File: src/rtl/secded_pkg.sv
// Shared definitions for the Hamming SECDED encoder/decoder pair.
//   state_t        : encoder FSM states (S_CKSUM exists only when
//                    SECDED_ENC_CHECKSUM_EN is defined)
//   msg_t          : 11-bit message, d[11:1]
//   cw_t           : 16-bit codeword
//   secded_encode  : msg_t -> cw_t, the reference codeword layout
//                    {d[11:5], p8, d[4:2], p4, d[1], p2, p1, p0}
package secded_pkg;

    typedef enum logic [2:0] {
        S_IDLE  = 3'd0,
        S_RD_LO = 3'd1,
        S_RD_HI = 3'd2,
        S_WR_LO = 3'd3,
        S_WR_HI = 3'd4,
`ifdef SECDED_ENC_CHECKSUM_EN
        S_CKSUM = 3'd5,
`endif
        S_DONE  = 3'd6
    } state_t;

    typedef logic [11:1] msg_t;
    typedef logic [15:0] cw_t;

    function automatic cw_t secded_encode(input msg_t d);
        logic p8;
        logic p4;
        logic p2;
        logic p1;
        logic p0;
        p8 = ^d[11:5];
        p4 = (^d[11:8]) ^ (^d[4:2]);
        p2 = d[11] ^ d[10] ^ d[7] ^ d[6] ^ d[4] ^ d[3] ^ d[1];
        p1 = d[11] ^ d[9] ^ d[7] ^ d[5] ^ d[4] ^ d[2] ^ d[1];
        // p0 covers the whole codeword, so a single flip always toggles it
        p0 = (^d) ^ p8 ^ p4 ^ p2 ^ p1;
        return {d[11:5], p8, d[4:2], p4, d[1], p2, p1, p0};
    endfunction

endpackage

File: src/rtl/secded_parity_gen.sv
// Combinational SECDED parity generator.
//   msg : input  msg_t, data bits d[11:1]
//   cw  : output cw_t, encoded 16-bit codeword
module secded_parity_gen
    import secded_pkg::*;
(
    input  msg_t msg,
    output cw_t  cw
);

    assign cw = secded_encode(msg);

endmodule

File: src/rtl/secded_encoder.sv
// Memory-walking SECDED encoder. On req, reads NUM_MSG two-byte messages
// starting at SRC_BASE, writes the two-byte codewords starting at DST_BASE,
// then holds done until the next req.
// Optional macro SECDED_ENC_CHECKSUM_EN: after the last codeword, writes the
// XOR of all codeword bytes to DST_BASE + 2*NUM_MSG.
//
//   clk          : in  clock, rising edge
//   rst_n        : in  asynchronous active-low reset
//   req          : in  start request (IDLE / DONE only)
//   done         : out run complete, level
//   mem_addr     : out data-memory byte address
//   mem_rd_data  : in  read data, combinational in mem_addr
//   mem_wr_en    : out write strobe
//   mem_wr_data  : out write data
//
// state   | meaning
// --------+-----------------------------------------------
// S_IDLE  | waiting for req after reset
// S_RD_LO | reading message low byte d[8:1]
// S_RD_HI | reading message high byte d[11:9]
// S_WR_LO | writing cw[7:0]
// S_WR_HI | writing cw[15:8], advance or finish
// S_CKSUM | writing XOR checksum (checksum build only)
// S_DONE  | done high, req restarts
module secded_encoder
    import secded_pkg::*;
#(
    parameter int NUM_MSG  = 15,
    parameter int SRC_BASE = 0,
    parameter int DST_BASE = 30,
    parameter int AW       = 8
)
(
    input  logic          clk,
    input  logic          rst_n,
    input  logic          req,
    output logic          done,
    output logic [AW-1:0] mem_addr,
    input  logic [7:0]    mem_rd_data,
    output logic          mem_wr_en,
    output logic [7:0]    mem_wr_data
);

    localparam int IW = (NUM_MSG > 1) ? $clog2(NUM_MSG) : 1;
    localparam logic [IW-1:0] LAST_IDX = IW'(NUM_MSG - 1);

    state_t        state;
    logic [IW-1:0] idx;
    logic [7:0]    lo_byte;
    logic [2:0]    hi_bits;
    msg_t          msg;
    cw_t           cw;
    logic [AW-1:0] src_lo;
    logic [AW-1:0] dst_lo;

`ifdef SECDED_ENC_CHECKSUM_EN
    logic [7:0]    cksum;
`endif

    assign msg    = {hi_bits, lo_byte};
    assign src_lo = AW'(SRC_BASE) + AW'({idx, 1'b0});
    assign dst_lo = AW'(DST_BASE) + AW'({idx, 1'b0});

    secded_parity_gen u_parity_gen (
        .msg (msg),
        .cw  (cw)
    );

    always_ff @(posedge clk or negedge rst_n) begin
        if (!rst_n) begin
            state   <= S_IDLE;
            idx     <= '0;
            lo_byte <= '0;
            hi_bits <= '0;
            done    <= 1'b0;
`ifdef SECDED_ENC_CHECKSUM_EN
            cksum   <= '0;
`endif
        end else begin
            case (state)
                S_IDLE, S_DONE: begin
                    if (req) begin
                        state <= S_RD_LO;
                        idx   <= '0;
                        done  <= 1'b0;
`ifdef SECDED_ENC_CHECKSUM_EN
                        cksum <= '0;
`endif
                    end
                end
                S_RD_LO: begin
                    lo_byte <= mem_rd_data;
                    state   <= S_RD_HI;
                end
                S_RD_HI: begin
                    // bits [7:3] of the high byte are don't-care input
                    hi_bits <= mem_rd_data[2:0];
                    state   <= S_WR_LO;
                end
                S_WR_LO: begin
`ifdef SECDED_ENC_CHECKSUM_EN
                    cksum <= cksum ^ cw[7:0];
`endif
                    state <= S_WR_HI;
                end
                S_WR_HI: begin
`ifdef SECDED_ENC_CHECKSUM_EN
                    cksum <= cksum ^ cw[15:8];
`endif
                    if (idx == LAST_IDX) begin
`ifdef SECDED_ENC_CHECKSUM_EN
                        state <= S_CKSUM;
`else
                        state <= S_DONE;
                        done  <= 1'b1;
`endif
                    end else begin
                        idx   <= idx + IW'(1);
                        state <= S_RD_LO;
                    end
                end
`ifdef SECDED_ENC_CHECKSUM_EN
                S_CKSUM: begin
                    state <= S_DONE;
                    done  <= 1'b1;
                end
`endif
                default: state <= S_IDLE;
            endcase
        end
    end

    // Memory port decodes from registered state only; no read-to-output path.
    always_comb begin
        mem_addr    = '0;
        mem_wr_en   = 1'b0;
        mem_wr_data = '0;
        case (state)
            S_RD_LO: mem_addr = src_lo;
            S_RD_HI: mem_addr = src_lo + AW'(1);
            S_WR_LO: begin
                mem_addr    = dst_lo;
                mem_wr_en   = 1'b1;
                mem_wr_data = cw[7:0];
            end
            S_WR_HI: begin
                mem_addr    = dst_lo + AW'(1);
                mem_wr_en   = 1'b1;
                mem_wr_data = cw[15:8];
            end
`ifdef SECDED_ENC_CHECKSUM_EN
            S_CKSUM: begin
                mem_addr    = AW'(DST_BASE + 2 * NUM_MSG);
                mem_wr_en   = 1'b1;
                mem_wr_data = cksum;
            end
`endif
            default: ;
        endcase
    end

endmodule

File: config.mk
export PLATFORM = sky130hd
export DESIGN_NAME = secded_encoder
export DESIGN_NICKNAME = d
export VERILOG_FILES = /design/src/rtl/secded_pkg.sv /design/src/rtl/secded_parity_gen.sv /design/src/rtl/secded_encoder.sv
export SDC_FILE = /design/constraint.sdc
export NUM_CORES = 1
export LEC_CHECK = 0
export ABC_CLOCK_PERIOD_IN_PS = 3800
export CORE_MARGIN = 5
export CORE_UTILIZATION = 35
export CTS_CLUSTER_DIAMETER = 200
export DETAILED_ROUTE_END_ITERATION = 16
export SLEW_MARGIN = 25
export SYNTH_ARGS = -nofsm -noshare
export SYNTH_HDL_FRONTEND = slang
export SYNTH_SLANG_ARGS = --single-unit
File: constraint.sdc
create_clock -name clk -period 3.8 [get_ports clk]
set_clock_uncertainty 0.2 [all_clocks]
set_input_delay 0.76 -clock clk [delete_from_list [all_inputs] [get_ports clk]]
set_output_delay 0.76 -clock clk [all_outputs]
set_load 0.01 [all_outputs]
==> results.txt <==
The count of final hold-check violations came to 0. For this configuration, the core starts out at a cell density of a little under two fifths. Of all flip-flops after synthesis, the portion carrying an async set or reset was 100%. The remaining global-route overflow came out at 0. For this block, the via count after detailed routing is around 1100.

The share of final-layout standard cells stronger than drive strength 1 came out at approximately 5.7%. After synthesis the netlist holds a flip-flop and latch count of 19. The clock network latency to the later pin of the worst-skew pair came out at 0.25 ns. The count of antenna-violating nets left after detailed routing came out at 0. The TritonCTS clock tree is done.

Along the worst path, the maximum fanout reaches 20. The count of buffers added on input and output ports is 26. The final antenna diode count is 0. The worst endpoint data arrival time came out at around 2.5 ns. The setup slack of the worst register-to-register path is ~1.4 ns.

The count of cells resized by post-cts repair is 0. In this run the count of I/O pins placed on the die edge is 29. The number of clock buffers inserted by TritonCTS came out at 3. The post-route minimum period is 3.41 ns.

In the finished design, the share of the clock period the worst path needs comes to around 90%. The prevailing post-synth register cell is sky130_fd_sc_hd__dfrtp_1. The startpoint identified for the worst register-to-register timing path is state[0]. The first global-routing pass estimated around 5000 um of wire. The routed design uses between 200 and 250 um of met3 wire. The number of clock sinks seen by CTS came out at 19. The endpoint of the worst register-to-register path is lo_byte[2]. The die extent in y is about 73 um. The count of final max-slew check failures is 0. The min-delay analysis places its worst path in the category in -> async. The post-route met1 wirelength is ~1400 um.

In this run the worst setup path begins at state[0]. The placed instances occupy a cell area of about 1700 um^2. The vias per cell is 5.28. The number of optimization iterations in the first detailed-route pass came out at 4. Sequential elements use between 30% and 40% of the synthesized area. Dividing the detail-routed wire length by the instance count gives ~15 um. The number of hold buffers added after CTS was 0. For this block, the routed nets add up to 3070 um of wire. The critical path ends at mem_addr[3]. The worst setup path is launched from a flip-flop.

The register clock-pin slew on the reported worst setup and hold paths came out at roughly 0.07 ns. The die boundary width is ~73 um. The static leakage is approximately 0.00068 uW. The cell area after layout is between 1500 and 2000 um^2. The buffer levels on the longest clock path is 2. The worst slew slack as a fraction of its limit is between 40% and 50%.

Counting distinct cell types in the post-synthesis netlist gives 39. The total global-route track usage is a little under an eighth. The flow ran to the end, and the final reports show no timing, DRC or antenna violations. The area overhead of the layout relative to synthesis is 22.6%. The required time reported for the critical path endpoint is roughly 2.8 ns. After routing, the total negative slack on setup checks comes to 0 ns. The initial antenna violation count came out at 0.

The detailed router's first-iteration violation count is 20. The post-synthesis instance area came out at around 1400 um^2. Synthesis produced a netlist whose cell count is ~140. The depth of the worst register-to-register path is 3. At the end of the flow, the number of nets in the layout was between 150 and 200.

The via count of the first global-routing pass came out at 1080. Row generation in the floorplan step produced 22 rows. The global placement routability congestion came out at about 0.77. CTS built an H-tree with a depth of 1. The maximum operating frequency is ~290 MHz.

The total die area is ~5300 um^2. The standard cell core area is roughly 3700 um^2. The critical path in this run is classified as reg -> out. During synthesis, Yosys emitted a total of 0 warnings. The routed length on met2 came out at 1400 um. The transition at the pin with the smallest max-transition slack is 0.833 ns. The maximum ir drop on the vdd rail is ~0.00017 V. The number of flops mapped to enable cells by yosys is 0. In this run the clock root is driven by a sky130_fd_sc_hd__clkbuf_8. Setup repair after global routing left no endpoint under its margin. The max-cap violation count came out at 0. Setup violations remaining at the end of the flow were counted as 0. The number of remaining DRC errors is 0. The power density over the cells came out at about 540 nW/um^2.

The total setup buffers inserted after CTS came out at 0. The final HPWL from detailed placement is between 2000 and 2500 um. The highest routed metal layer is met4. The post-synthesis area per instance came out at 9.92 um^2.

The worst setup path is captured at a primary output. Entering global routing, the biggest net connects 21 pins.
==> layout make-up <==
cell class              count  area, um^2
inverters                   3        11.3
multi-input cells         106         836
clock buffers               4        45.0
repair buffers             27         263
fillers                   380        2050
flip-flops and latches     19         475
well taps                  48        60.1
==> report_power, final <==
part	leakage [uW]	switching [uW]	total (uW)	internal [uW]
Clock	0.0000228	61.9	136	74.3
Combinational	0.000427	190	479	289
Sequential	0.000231	59.6	293	234
==> routing by layer <==
metal | vias to the layer above | global-route usage [%]
met3 | 2 | 2.62
met1 | 527 | 15.9
met4 | 0 | 3.07
met2 | 30 | 19.3
li1 | 534 | -
met5 | - | 0
==> registers in the layout, summed over array words and instances, names as in the netlist <==
signal,count
hi_bits,3
done,1
lo_byte,8
idx,4
state,3
==> cell usage in the layout (no fill, tap or decap), types with 2 or more instances in the layout <==
cell type and n:
sky130_fd_sc_hd__nor3_1 4, sky130_fd_sc_hd__nand3_1 3, sky130_fd_sc_hd__conb_1 2, sky130_fd_sc_hd__xnor2_1 12, sky130_fd_sc_hd__ha_1 3, sky130_fd_sc_hd__nand2_1 6
sky130_fd_sc_hd__a21oi_1 7, sky130_fd_sc_hd__clkbuf_8 3, sky130_fd_sc_hd__mux2_1 12, sky130_fd_sc_hd__xnor3_1 3, sky130_fd_sc_hd__xnor2_2 2, sky130_fd_sc_hd__dfrtp_1 19
sky130_fd_sc_hd__o31ai_1 2, sky130_fd_sc_hd__o21ai_1 9, sky130_fd_sc_hd__inv_1 3, sky130_fd_sc_hd__nor3b_1 2, sky130_fd_sc_hd__o22ai_1 2, sky130_fd_sc_hd__or4_1 2
sky130_fd_sc_hd__nor2_1 9, sky130_fd_sc_hd__a22o_1 5, sky130_fd_sc_hd__clkdlybuf4s50_1 25, sky130_fd_sc_hd__nor2b_1 5
==> critical path: stages (launching register included) <==
cell	delay [ns]
sky130_fd_sc_hd__dfrtp_1	0.59
sky130_fd_sc_hd__or3b_1	0.65
sky130_fd_sc_hd__nand2_1	0.18
sky130_fd_sc_hd__a21oi_1	0.08
sky130_fd_sc_hd__a21oi_1	0.14
sky130_fd_sc_hd__clkdlybuf4s50_1	0.55
==> cell families (layout without fill, tap and decap cells) <==
family	Yosys count	in the layout	synth area share, %
xor gates and xnor gates	19	19	17.2
DFF	19	19	34.5
AOI/OAI and AO/OA	32	32	15.6
buffers and inverters	15	34	5.17
adders and majority gates	3	3	2.72
other	1	2	0.272
muxes	12	12	9.80
and+or+nand+nor	38	38	14.7
==> through the flow <==
| stage | setup slack [ns] | total power [uW] | utilization (%) | hold slack [ns] | cells |
|---|---|---|---|---|---|
| 2_1_floorplan | 1.28 | 644 | - | 0.264 | 140 |
| 3_3_place_gp | 0.725 | 771 | 44.1 | 0.287 | 203 |
| 3_5_place_dp | 0.663 | 782 | 44.1 | 0.290 | 203 |
| 4_1_cts | 0.386 | 924 | 45.3 | 0.306 | 207 |
| 5_1_grt | 0.211 | 968 | 45.2 | 0.283 | 207 |
| 6_report | 0.395 | 909 | 45.2 | 0.244 | 207 |
==> worst min-delay path by stage <==
stage	to	slack [ns]	start	depth (start not counted)
final	lo_byte[7]	0.24	rst_n	1
after floorplan	done	0.26	rst_n	0
after CTS	done	0.31	done	2
after detailed placement	done	0.29	done	2
after global placement	done	0.29	done	2
after global routing	lo_byte[7]	0.28	rst_n	1
==> Yosys cell counts (2+ instances only) <==
cell type	number	area share, %
sky130_fd_sc_hd__a21oi_1	7	2.5
sky130_fd_sc_hd__xnor2_2	2	2.4
sky130_fd_sc_hd__nor2b_1	5	2.3
sky130_fd_sc_hd__dfrtp_1	19	34
sky130_fd_sc_hd__nor2_1	9	2.4
sky130_fd_sc_hd__nand3_1	3	1.1
sky130_fd_sc_hd__o31ai_1	2	1.1
sky130_fd_sc_hd__buf_2	6	2.2
sky130_fd_sc_hd__or4_1	2	1.1
sky130_fd_sc_hd__o22ai_1	2	0.91
sky130_fd_sc_hd__inv_1	3	0.82
sky130_fd_sc_hd__nor3b_1	2	1.1
sky130_fd_sc_hd__clkbuf_1	4	1.1
sky130_fd_sc_hd__mux2_1	12	9.8
sky130_fd_sc_hd__o21ai_1	9	3.3
sky130_fd_sc_hd__ha_1	3	2.7
sky130_fd_sc_hd__nor3_1	4	1.5
sky130_fd_sc_hd__buf_4	2	1.1
sky130_fd_sc_hd__a22o_1	5	3.2
sky130_fd_sc_hd__xnor3_1	3	4.9
sky130_fd_sc_hd__xnor2_1	12	7.6
sky130_fd_sc_hd__nand2_1	6	1.6
(Power assumes the default switching activity.)
